File: config.mk
export PLATFORM = sky130hd
export DESIGN_NAME = sprite_cmd_encoder
export DESIGN_NICKNAME = d
export VERILOG_FILES = /design/src/rtl/disp_cmd_pkg.sv /design/src/rtl/cmd_out_reg.sv /design/src/rtl/sprite_cmd_encoder.sv
export SDC_FILE = /design/constraint.sdc
export NUM_CORES = 1
export LEC_CHECK = 0
export BUFFER_PORTS_ARGS = -buffer_cell sky130_fd_sc_hd__buf_2
export CORE_ASPECT_RATIO = 0.7
export CORE_MARGIN = 2
export CORE_UTILIZATION = 58
export CTS_BUF_LIST = sky130_fd_sc_hd__clkbuf_4 sky130_fd_sc_hd__clkbuf_8
export DETAILED_ROUTE_END_ITERATION = 7
export GPL_ROUTABILITY_DRIVEN = 0
export PLACE_DENSITY = 0.87
export SYNTH_ARGS = -nofsm -noshare
export SYNTH_HDL_FRONTEND = slang
export SYNTH_SLANG_ARGS = --single-unit
export TNS_END_PERCENT = 100
File: constraint.sdc
create_clock -name clk -period 3.75 [get_ports clk]
set_input_delay 0.75 -clock clk [delete_from_list [all_inputs] [get_ports clk]]
set_output_delay 0.75 -clock clk [all_outputs]
set_load 0.005 [all_outputs]
File: src/rtl/disp_cmd_pkg.sv
// Shared definitions for the sprite display command bus.
// Imported by the encoder and by every receiving display component.
package disp_cmd_pkg;

    localparam int CMD_COMP_LSB   = 26;
    localparam int CMD_CHILD_LSB  = 21;
    localparam int CMD_ACT_LSB    = 17;
    localparam int CMD_ATYPE_LSB  = 14;
    localparam int CMD_TOGGLE_BIT = 13;

    localparam logic [3:0] ACT_UPDATE = 4'b0001;
    localparam logic [3:0] ACT_COMMIT = 4'b1111;

    localparam logic [2:0] ATYPE_COMMIT = 3'b000;
    localparam logic [2:0] ATYPE_VIS    = 3'b001;
    localparam logic [2:0] ATYPE_X      = 3'b010;
    localparam logic [2:0] ATYPE_Y      = 3'b011;
    localparam logic [2:0] ATYPE_ATTR   = 3'b100;

    typedef enum logic [2:0] {
        ST_IDLE,
        ST_SCAN,
        ST_UPD,
        ST_CSCAN,
        ST_DONE
    } enc_state_t;

    typedef struct packed {
        logic       enable;
        logic [5:0] comp_id;
        logic [4:0] child;
        logic       visible;
        logic       flip;
        logic [9:0] x;
        logic [9:0] y;
        logic [9:0] attr;
    } sprite_desc_t;

    function automatic logic [31:0] pack_cmd(
        input logic [5:0]  comp,
        input logic [4:0]  child,
        input logic [3:0]  action,
        input logic [2:0]  atype,
        input logic        toggle,
        input logic [12:0] data
    );
        logic [31:0] w;
        w                      = '0;
        w[CMD_COMP_LSB +: 6]   = comp;
        w[CMD_CHILD_LSB +: 5]  = child;
        w[CMD_ACT_LSB +: 4]    = action;
        w[CMD_ATYPE_LSB +: 3]  = atype;
        w[CMD_TOGGLE_BIT]      = toggle;
        w[12:0]                = data;
        return w;
    endfunction

    // A disabled descriptor yields an empty payload.
    function automatic logic [31:0] update_word(
        input sprite_desc_t d,
        input logic [2:0]   atype,
        input logic         toggle
    );
        logic [12:0] data;
        data = '0;
        if (d.enable) begin
            case (atype)
                ATYPE_VIS:  data = {d.visible, d.flip, 11'd0};
                ATYPE_X:    data = {3'd0, d.x};
                ATYPE_Y:    data = {3'd0, d.y};
                ATYPE_ATTR: data = {3'd0, d.attr};
                default:    data = '0;
            endcase
        end
        return pack_cmd(d.comp_id, d.child, ACT_UPDATE, atype, toggle, data);
    endfunction

endpackage

File: src/rtl/cmd_out_reg.sv
// Single-entry valid/ready output register; the held word stays stable
// until the downstream accepts it.
module cmd_out_reg #(
    parameter int W = 32
) (
    input  logic         clk,
    input  logic         reset,
    input  logic         in_valid,
    input  logic [W-1:0] in_data,
    output logic         in_ready,
    output logic         out_valid,
    output logic [W-1:0] out_data,
    input  logic         out_ready
);
    logic         valid_q, valid_d;
    logic [W-1:0] data_q, data_d;

    assign in_ready  = !valid_q || out_ready;
    assign out_valid = valid_q;
    assign out_data  = data_q;

    always_comb begin
        valid_d = valid_q;
        data_d  = data_q;
        if (in_ready) begin
            valid_d = in_valid;
            if (in_valid) begin
                data_d = in_data;
            end
        end
    end

    always_ff @(posedge clk) begin
        if (reset) begin
            valid_q <= 1'b0;
            data_q  <= '0;
        end else begin
            valid_q <= valid_d;
            data_q  <= data_d;
        end
    end
endmodule

File: src/rtl/sprite_cmd_encoder.sv
// Sprite descriptor table plus frame walker that serialises per-field
// back-buffer updates followed by one commit per enabled sprite.
module sprite_cmd_encoder
    import disp_cmd_pkg::*;
#(
    parameter int NUM_ENTRIES = 8,
    parameter int IDX_W       = $clog2(NUM_ENTRIES)
) (
    input  logic             clk,
    input  logic             reset,
    input  logic             host_write,
    input  logic [IDX_W:0]   host_addr,
    input  logic [31:0]      host_writedata,
    input  logic             frame_start,
    input  logic             cmd_ready,
    output logic             cmd_valid,
    output logic [31:0]      cmd_writedata,
    output logic             busy,
    output logic             frame_done,
    output logic             front_buffer,
    output logic             overrun
);
    localparam logic [IDX_W-1:0] LAST_IDX = IDX_W'(NUM_ENTRIES - 1);

    enc_state_t       state_q, state_d;
    logic [IDX_W-1:0] idx_q, idx_d;
    logic [1:0]       k_q, k_d;
    logic             any_sent_q, any_sent_d;
    logic             front_q, front_d;
    logic             overrun_q, overrun_d;
    sprite_desc_t     snap_q, snap_d;
    sprite_desc_t     table_q [NUM_ENTRIES];
    sprite_desc_t     cur;
    logic             back;
    logic             push_valid, push_ready;
    logic [31:0]      push_data;

    assign cur  = table_q[idx_q];
    assign back = ~front_q;

    genvar gi;
    generate
        for (gi = 0; gi < NUM_ENTRIES; gi++) begin : g_entry
            sprite_desc_t entry_d;
            always_comb begin
                entry_d = table_q[gi];
                if (host_write && host_addr[IDX_W:1] == IDX_W'(gi)) begin
                    if (!host_addr[0]) begin
                        entry_d.enable  = host_writedata[31];
                        entry_d.comp_id = host_writedata[30:25];
                        entry_d.child   = host_writedata[24:20];
                        entry_d.visible = host_writedata[19];
                        entry_d.flip    = host_writedata[18];
                    end else begin
                        entry_d.x    = host_writedata[29:20];
                        entry_d.y    = host_writedata[19:10];
                        entry_d.attr = host_writedata[9:0];
                    end
                end
            end
            always_ff @(posedge clk) begin
                if (reset) table_q[gi] <= '0;
                else       table_q[gi] <= entry_d;
            end
        end
    endgenerate

    always_comb begin
        state_d    = state_q;
        idx_d      = idx_q;
        k_d        = k_q;
        any_sent_d = any_sent_q;
        snap_d     = snap_q;
        front_d    = front_q;
        push_valid = 1'b0;
        push_data  = '0;
        overrun_d  = overrun_q | (frame_start && state_q != ST_IDLE);
        unique case (state_q)
            ST_IDLE: begin
                if (frame_start) begin
                    state_d    = ST_SCAN;
                    idx_d      = '0;
                    any_sent_d = 1'b0;
                end
            end
            // The visibility word is pushed straight from the table in the
            // same cycle the snapshot is taken, so both carry identical data.
            ST_SCAN: begin
                if (cur.enable) begin
                    push_valid = 1'b1;
                    push_data  = update_word(cur, ATYPE_VIS, back);
                    if (push_ready) begin
                        snap_d  = cur;
                        k_d     = 2'd1;
                        state_d = ST_UPD;
                    end
                end else if (idx_q == LAST_IDX) begin
                    state_d = ST_CSCAN;
                    idx_d   = '0;
                end else begin
                    idx_d = idx_q + 1'b1;
                end
            end
            // k = 1,2,3 maps onto the x, y, attr action types (2,3,4).
            ST_UPD: begin
                push_valid = 1'b1;
                push_data  = update_word(snap_q, 3'(k_q) + 3'd1, back);
                if (push_ready) begin
                    if (k_q == 2'd3) begin
                        any_sent_d = 1'b1;
                        if (idx_q == LAST_IDX) begin
                            state_d = ST_CSCAN;
                            idx_d   = '0;
                        end else begin
                            state_d = ST_SCAN;
                            idx_d   = idx_q + 1'b1;
                        end
                    end else begin
                        k_d = k_q + 2'd1;
                    end
                end
            end
            ST_CSCAN: begin
                if (cur.enable) begin
                    push_valid = 1'b1;
                    push_data  = pack_cmd(cur.comp_id, cur.child, ACT_COMMIT,
                                          ATYPE_COMMIT, back, 13'd0);
                end
                if (!cur.enable || push_ready) begin
                    if (idx_q == LAST_IDX) state_d = ST_DONE;
                    else                   idx_d   = idx_q + 1'b1;
                end
            end
            ST_DONE: begin
                if (any_sent_q) front_d = back;
                state_d = ST_IDLE;
            end
            default: state_d = ST_IDLE;
        endcase
    end

    always_ff @(posedge clk) begin
        if (reset) begin
            state_q    <= ST_IDLE;
            idx_q      <= '0;
            k_q        <= '0;
            any_sent_q <= 1'b0;
            front_q    <= 1'b0;
            overrun_q  <= 1'b0;
            snap_q     <= '0;
        end else begin
            state_q    <= state_d;
            idx_q      <= idx_d;
            k_q        <= k_d;
            any_sent_q <= any_sent_d;
            front_q    <= front_d;
            overrun_q  <= overrun_d;
            snap_q     <= snap_d;
        end
    end

    cmd_out_reg #(.W(32)) u_out (
        .clk       (clk),
        .reset     (reset),
        .in_valid  (push_valid),
        .in_data   (push_data),
        .in_ready  (push_ready),
        .out_valid (cmd_valid),
        .out_data  (cmd_writedata),
        .out_ready (cmd_ready)
    );

    assign busy         = (state_q != ST_IDLE);
    assign frame_done   = (state_q == ST_DONE);
    assign front_buffer = front_q;
    assign overrun      = overrun_q;
endmodule

==> flow_metrics.env, run 1 <==
export IMPL_status="complete, no violations"
export IMPL_tightest_slew_ps=975
export IMPL_wirelength_mm=44.6
export IMPL_vias_per_cell=6.13
export IMPL_grt_pass1_vias=12000
export IMPL_fillCellCount=2242
export IMPL_die_x_um=224
export IMPL_wl_per_cell_um=23.2
export IMPL_slowest_stage="dfxtp_4"
export IMPL_mappedNetlistArea_sq_um=19600
export IMPL_setup_viol=0
export IMPL_synthCells=1362
export IMPL_io_pins=78
export IMPL_die_h_um=158
export IMPL_synth_nets=1410
export IMPL_seqPwrFrac=0.536
export IMPL_fin_cells=1921
export IMPL_p_sw_frac=0.238
export IMPL_hpwlAfterDp_mm=27.7
export IMPL_clkTransAtPathRegs_ps=60
export IMPL_fin_tns_setup_ps=0
export IMPL_vias=11800
export IMPL_coreArea_sq_um=33400
export IMPL_yosysSeqAreaShare=0.630
export IMPL_yosysUniqueCellTypes=56
export IMPL_diodes=0
export IMPL_drt_iter0_drc=1505
export IMPL_reg2reg_depth=5
export IMPL_cts_setup_buffers=0
export IMPL_cts_hold_buffers_added=0
export IMPL_drive_above_1_share=0.242
export IMPL_peakVddDrop_v=0.000251
export IMPL_antenna_found_initial=0
export IMPL_endpoint_kind="flop"
export IMPL_start_util=0.587
export IMPL_grt_max_degree=65
export IMPL_path_delay_family="flip-flops"
export IMPL_cts_resized=0
export IMPL_startpoint_type="flop"
export IMPL_synth_area_leaders="edfxtp_1, and2_1, mux4_2"
export IMPL_dp_cells=1806
export IMPL_syn_avg_cell_area_sq_um=14.4
export IMPL_placed_area_sq_um=20500
export IMPL_p_int_w=0.00809
export IMPL_cts_buffer_depth=3
export IMPL_cts_inserted_buffers=66
export IMPL_nets=1487
export IMPL_hold_path_class="in -> reg"
export IMPL_cap_violations=0
export IMPL_postRouteAntennaNets=0
export IMPL_cts_tree="built"
export IMPL_worstPathRequired_ps=4240
export IMPL_drc=0
export IMPL_p_switching_w=0.00252
export IMPL_skew_ps=25.7
export IMPL_path_depth=5
export IMPL_clk_latency_ps=620
export IMPL_maxSlewViolCount=0
export IMPL_yosys_area_top_type="edfxtp_1"
export IMPL_synth_most_common_cell="and2_1"
export IMPL_die_area_sq_um=35200
export IMPL_multi_input_area_sq_um=6830
export IMPL_p_comb_frac=0.091
export IMPL_path_cells="nor2_1 -> a22oi_4 -> a31oi_1 -> nor2_2 -> mux2_2"
export IMPL_synthTopCellsByCount="and2_1, edfxtp_1, dfxtp_1"
export IMPL_path_max_fanout=38
export IMPL_synth_top_area_frac=0.540
export IMPL_clock_sinks=440
export IMPL_timing_fmax_mhz=398
export IMPL_port_buffers=76
export IMPL_syn_to_final_growth_pct=11.3
export IMPL_fin_crit_sh=0.670
export IMPL_slew_headroom=0.347
export IMPL_worstSetupPathType="reg -> reg"
export IMPL_drtPass1Iterations=7
export IMPL_synth_seq_cells=440
export IMPL_powerDensity_nw_per_um2=487
export IMPL_cts_root_buf="clkbuf_8"
export IMPL_hold_viol=0
export IMPL_rsz0062_at_grt="no"
export IMPL_power_leakage_nw=7.59
export IMPL_row_count=56
export IMPL_post_route_cell_area_sq_um=21800
export IMPL_holdPathStages=3
export IMPL_grt_pass1_wl_mm=68.7
export IMPL_fin_util=0.653
export IMPL_yosys_warnings=0
export IMPL_p_clk_frac=0.373
export IMPL_min_delay_start="frame_start"
export IMPL_ff2ff_setup_slack_ps=1240
export IMPL_synth_edf_count=352
export IMPL_gr_total_overflow=0
export IMPL_cp_data_arrival_time_ps=3000
export IMPL_slowest_delay_ps=740
export IMPL_track_usage=0.261
export IMPL_async_reset_ff_frac=0
export IMPL_cts_max_level=3
export IMPL_worst_path_buf_inv=0
export IMPL_min_period_ps=2510
export IMPL_regArea_sq_um=12300
export IMPL_synth_main_ff_cell="edfxtp_1"
[layout make-up]
class,instances,share of cell area
clock buffers,93,0.0530
flip-flops and latches,440,0.567
multi-input cells,806,0.314
inverters,8,0.00138
well taps,435,0.0250
repair buffers,117,0.0328
clock inverters,22,0.00741
[worst paths after layout]
| kind | end |
|---|---|
| worst max-delay path | u_out.out_data[3] |
| worst max register to register | u_out.out_data[3] |
| worst min-delay path | overrun |
| worst min register to register | u_out.out_data[23] |
[metrics by stage]
stage,hold WS [ps],total power [W],setup WS (ps)
4_1_cts,401,0.0107,1240
6_report,422,0.0106,1240
3_5_place_dp,444,0.00674,1070
2_1_floorplan,434,0.00639,92.1
5_1_grt,431,0.0109,1110
3_3_place_gp,443,0.00669,1190
[placed cells by master, fill, tap and decap left out, types with 22 or more instances in the layout]
cell / instances
and2_1: 355
clkbuf_8: 73
mux2_2: 22
a21oi_1: 41
mux4_2: 86
buf_4: 39
nor2_1: 27
mux2i_1: 52
buf_2: 76
edfxtp_1: 352
a211oi_1: 31
dfxtp_1: 85
nand2_1: 49
[power groups by stage]
stage                     combinational [W]  sequential [W]  clock [W]
after floorplan                    0.000652         0.00574          0
after global placement             0.000925         0.00577          0
after detailed placement           0.000951         0.00579          0
after CTS                          0.000955         0.00569    0.00400
after global routing                0.00103         0.00572    0.00418
final                              0.000962         0.00569    0.00396
[state kept, by name (all words and copies together), names as in the netlist, named ones only]
name,count
k_q,2
state_q,3
front_buffer,1
any_sent_q,1
u_out.out_data,29
table_q,352
idx_q,3
u_out.out_valid,1
overrun,1
snap_q,44
[worst reg2reg max path: stages (launching register included)]
cell and delay, ps:
dfxtp_4 740, nor2_1 180, a22oi_4 310, a31oi_1 240
nor2_2 520, mux2_2 400
[routing by layer]
layer / vias to the layer above / global-route usage / routed length (um)
met2: 639 / 0.405 / 20600
met5: - / 0 / 0
li1: 5189 / - / -
met4: 0 / 0.0921 / 1040
met1: 5864 / 0.356 / 18100
met3: 93 / 0.0761 / 4910
[logic make-up after synthesis]
family          after synthesis  share of synthesized area
compound gates              146                     0.0530
xor+xnor                      1                   0.000448
fa+ha+maj                     7                    0.00448
buf+inv                     116                     0.0256
flops                       440                      0.630
mux                         161                      0.139
other cells                   1                   0.000192
simple gates                490                      0.147
Note: power is estimated with default switching activity, not from simulation.
==> run 2: changes to the inputs <==
--- a/config.mk
+++ b/config.mk
@@ -12,7 +12,7 @@
 export CTS_BUF_LIST = sky130_fd_sc_hd__clkbuf_4 sky130_fd_sc_hd__clkbuf_8
 export DETAILED_ROUTE_END_ITERATION = 7
 export GPL_ROUTABILITY_DRIVEN = 0
-export PLACE_DENSITY = 0.87
+export PLACE_DENSITY = 0.84
 export SYNTH_ARGS = -nofsm -noshare
 export SYNTH_HDL_FRONTEND = slang
 export SYNTH_SLANG_ARGS = --single-unit
==> constraint.sdc (replaced) <==
create_clock -name clk -period 2.35 [get_ports clk]
set_input_delay 0.47 -clock clk [delete_from_list [all_inputs] [get_ports clk]]
set_output_delay 0.47 -clock clk [all_outputs]
set_load 0.005 [all_outputs]
==> run 2 against run 1 <==
Effect of this change:
- register-to-register slack lost 1000 ps
- count of clock-buffer cells in the layout grew 10
- global-route usage grew 0.79 points
- sequential power grew 60%
- critical path depth grew 1
- cell count grew 2.0%
- flip-flop and latch count is the same
- sequential share of layout area shrank 1.3 points
- cell area grew 2.4%
- clock skew shrank 9.4 ps
==> flow_metrics.env, run 2 (synthesized netlist as in run 1, its figures left out) <==
export IMPL_cts_max_level=3
export IMPL_maxSlewViolCount=0
export IMPL_holdPathStages=3
export IMPL_vias_per_cell=6.10
export IMPL_die_x_um=224
export IMPL_cts_setup_buffers=0
export IMPL_nets=1522
export IMPL_hold_path_class="in -> reg"
export IMPL_io_pins=78
export IMPL_largest_reg_flops=352
export IMPL_final_cell_mix="and2_1, edfxtp_1, mux4_2"
export IMPL_mostFrequentLayoutCell="and2_1"
export IMPL_drtPass1Iterations=7
export IMPL_clkTransAtPathRegs_ps=70
export IMPL_p_clk_frac=0.374
export IMPL_slew_headroom=0.555
export IMPL_coreArea_sq_um=33400
export IMPL_drive_above_1_share=0.264
export IMPL_skew_ps=16.3
export IMPL_r2r_start="k_q[0]"
export IMPL_grt_pass1_vias=12000
export IMPL_clock_sinks=440
export IMPL_dp_cells=1840
export IMPL_vias=11900
export IMPL_antenna_found_initial=0
export IMPL_fin_crit_sh=0.907
export IMPL_regArea_sq_um=12300
export IMPL_hold_viol=0
export IMPL_cts_buffer_depth=3
export IMPL_fin_cells=1959
export IMPL_p_switching_w=0.00407
export IMPL_cts_hold_buffers_added=0
export IMPL_min_delay_start="frame_start"
export IMPL_die_area_sq_um=35200
export IMPL_reg2reg_depth=6
export IMPL_diodes=0
export IMPL_fillCellCount=2217
export IMPL_top_register="table_q"
export IMPL_cts_root_buf="clkbuf_8"
export IMPL_die_h_um=158
export IMPL_worstSetupPathType="reg -> reg"
export IMPL_min_period_ps=2130
export IMPL_status="complete, no violations"
export IMPL_hpwlAfterDp_mm=27.9
export IMPL_peakVddDrop_v=0.000388
export IMPL_placed_area_sq_um=21000
export IMPL_whs_ps=141
export IMPL_cts_resized=0
export IMPL_p_int_w=0.0130
export IMPL_clk_latency_ps=600
export IMPL_multi_input_area_sq_um=6830
export IMPL_rsz0062_at_grt="no"
export IMPL_power_leakage_nw=7.86
export IMPL_gr_total_overflow=0
export IMPL_wl_per_cell_um=23.6
export IMPL_drc=0
export IMPL_path_cells="ha_1 -> nand2_1 -> o211ai_1 -> a21boi_0 -> o21ai_0 -> o311a_1"
export IMPL_port_buffers=76
export IMPL_cap_violations=0
export IMPL_syn_to_final_growth_pct=14.0
export IMPL_endpoint_kind="flop"
export IMPL_cp_data_arrival_time_ps=2610
export IMPL_grt_max_degree=74
export IMPL_setup_viol=0
export IMPL_grt_pass1_wl_mm=70.6
export IMPL_start_util=0.587
export IMPL_wirelength_mm=46.2
export IMPL_worstHoldEndpoint="overrun"
export IMPL_worstPathRequired_ps=2830
export IMPL_ff2ff_setup_slack_ps=220
export IMPL_startpoint_type="flop"
export IMPL_slowest_stage="dfxtp_1"
export IMPL_p_sw_frac=0.239
export IMPL_cts_tree="built"
export IMPL_row_count=56
export IMPL_drt_iter0_drc=1462
export IMPL_rr_endpoint="state_q[0]"
export IMPL_timing_fmax_mhz=469
export IMPL_post_route_cell_area_sq_um=22300
export IMPL_postRouteAntennaNets=0
export IMPL_seqPwrFrac=0.532
export IMPL_track_usage=0.269
export IMPL_powerDensity_nw_per_um2=766
export IMPL_path_max_fanout=5
export IMPL_cts_inserted_buffers=67
export IMPL_tightest_slew_ps=667
export IMPL_slowest_delay_ps=410
export IMPL_p_comb_frac=0.093
## run 2: per-layer routing
metal / vias up / track usage / share of wire
li1: 5258 / - / -
met1: 5945 / 0.371 / 0.41
met2: 654 / 0.420 / 0.46
met3: 85 / 0.0744 / 0.11
met4: 0 / 0.0848 / 0.022
met5: - / 0 / 0
## run 2: layout make-up
class                      instances  share of cell area
sequential                       440               0.554
multi-input combinational        806               0.306
clock buffer                     103              0.0566
timing repair buffer             151              0.0541
tap                              435              0.0244
clock inverter                    16             0.00382
inverter                           8             0.00135
## run 2: worst max path at each step
stage,from,end,slack (ps),depth (start not counted)
after floorplan,host_addr[3],table_q[3][0],-220,2
after global placement,flop,snap_q[2],300,5
after detailed placement,flop,snap_q[2],220,5
after CTS,flop,snap_q[2],200,5
after global routing,flop,snap_q[2],80,5
final,k_q[0],state_q[0],220,6
## run 2: power by group through the flow
stage          registers (W)  clock network [W]  logic [W]
6_report             0.00909            0.00640    0.00159
5_1_grt              0.00912            0.00673    0.00171
4_1_cts              0.00909            0.00645    0.00158
3_5_place_dp         0.00925                  0    0.00158
3_3_place_gp         0.00921                  0    0.00153
2_1_floorplan        0.00915                  0    0.00104
## run 2: worst max-delay path, delay by kind of cell, from the launching register on
| family | cells | cell delay [ps] |
|---|---|---|
| compound gates | 4 | 1250 |
| flops | 1 | 410 |
| fa+ha+maj | 1 | 270 |
| simple gates | 1 | 80 |
## run 2: per-stage QoR
stage / setup WS, ps / util / setup TNS (ps) / power (W)
floorplan: -222 / - / -26430 / 0.0102
global placement: 296 / 0.628 / 0 / 0.0107
detailed placement: 222 / 0.628 / 0 / 0.0108
CTS: 199 / 0.669 / 0 / 0.0171
global route: 79.3 / 0.669 / 0 / 0.0176
finish: 219 / 0.669 / 0 / 0.0171
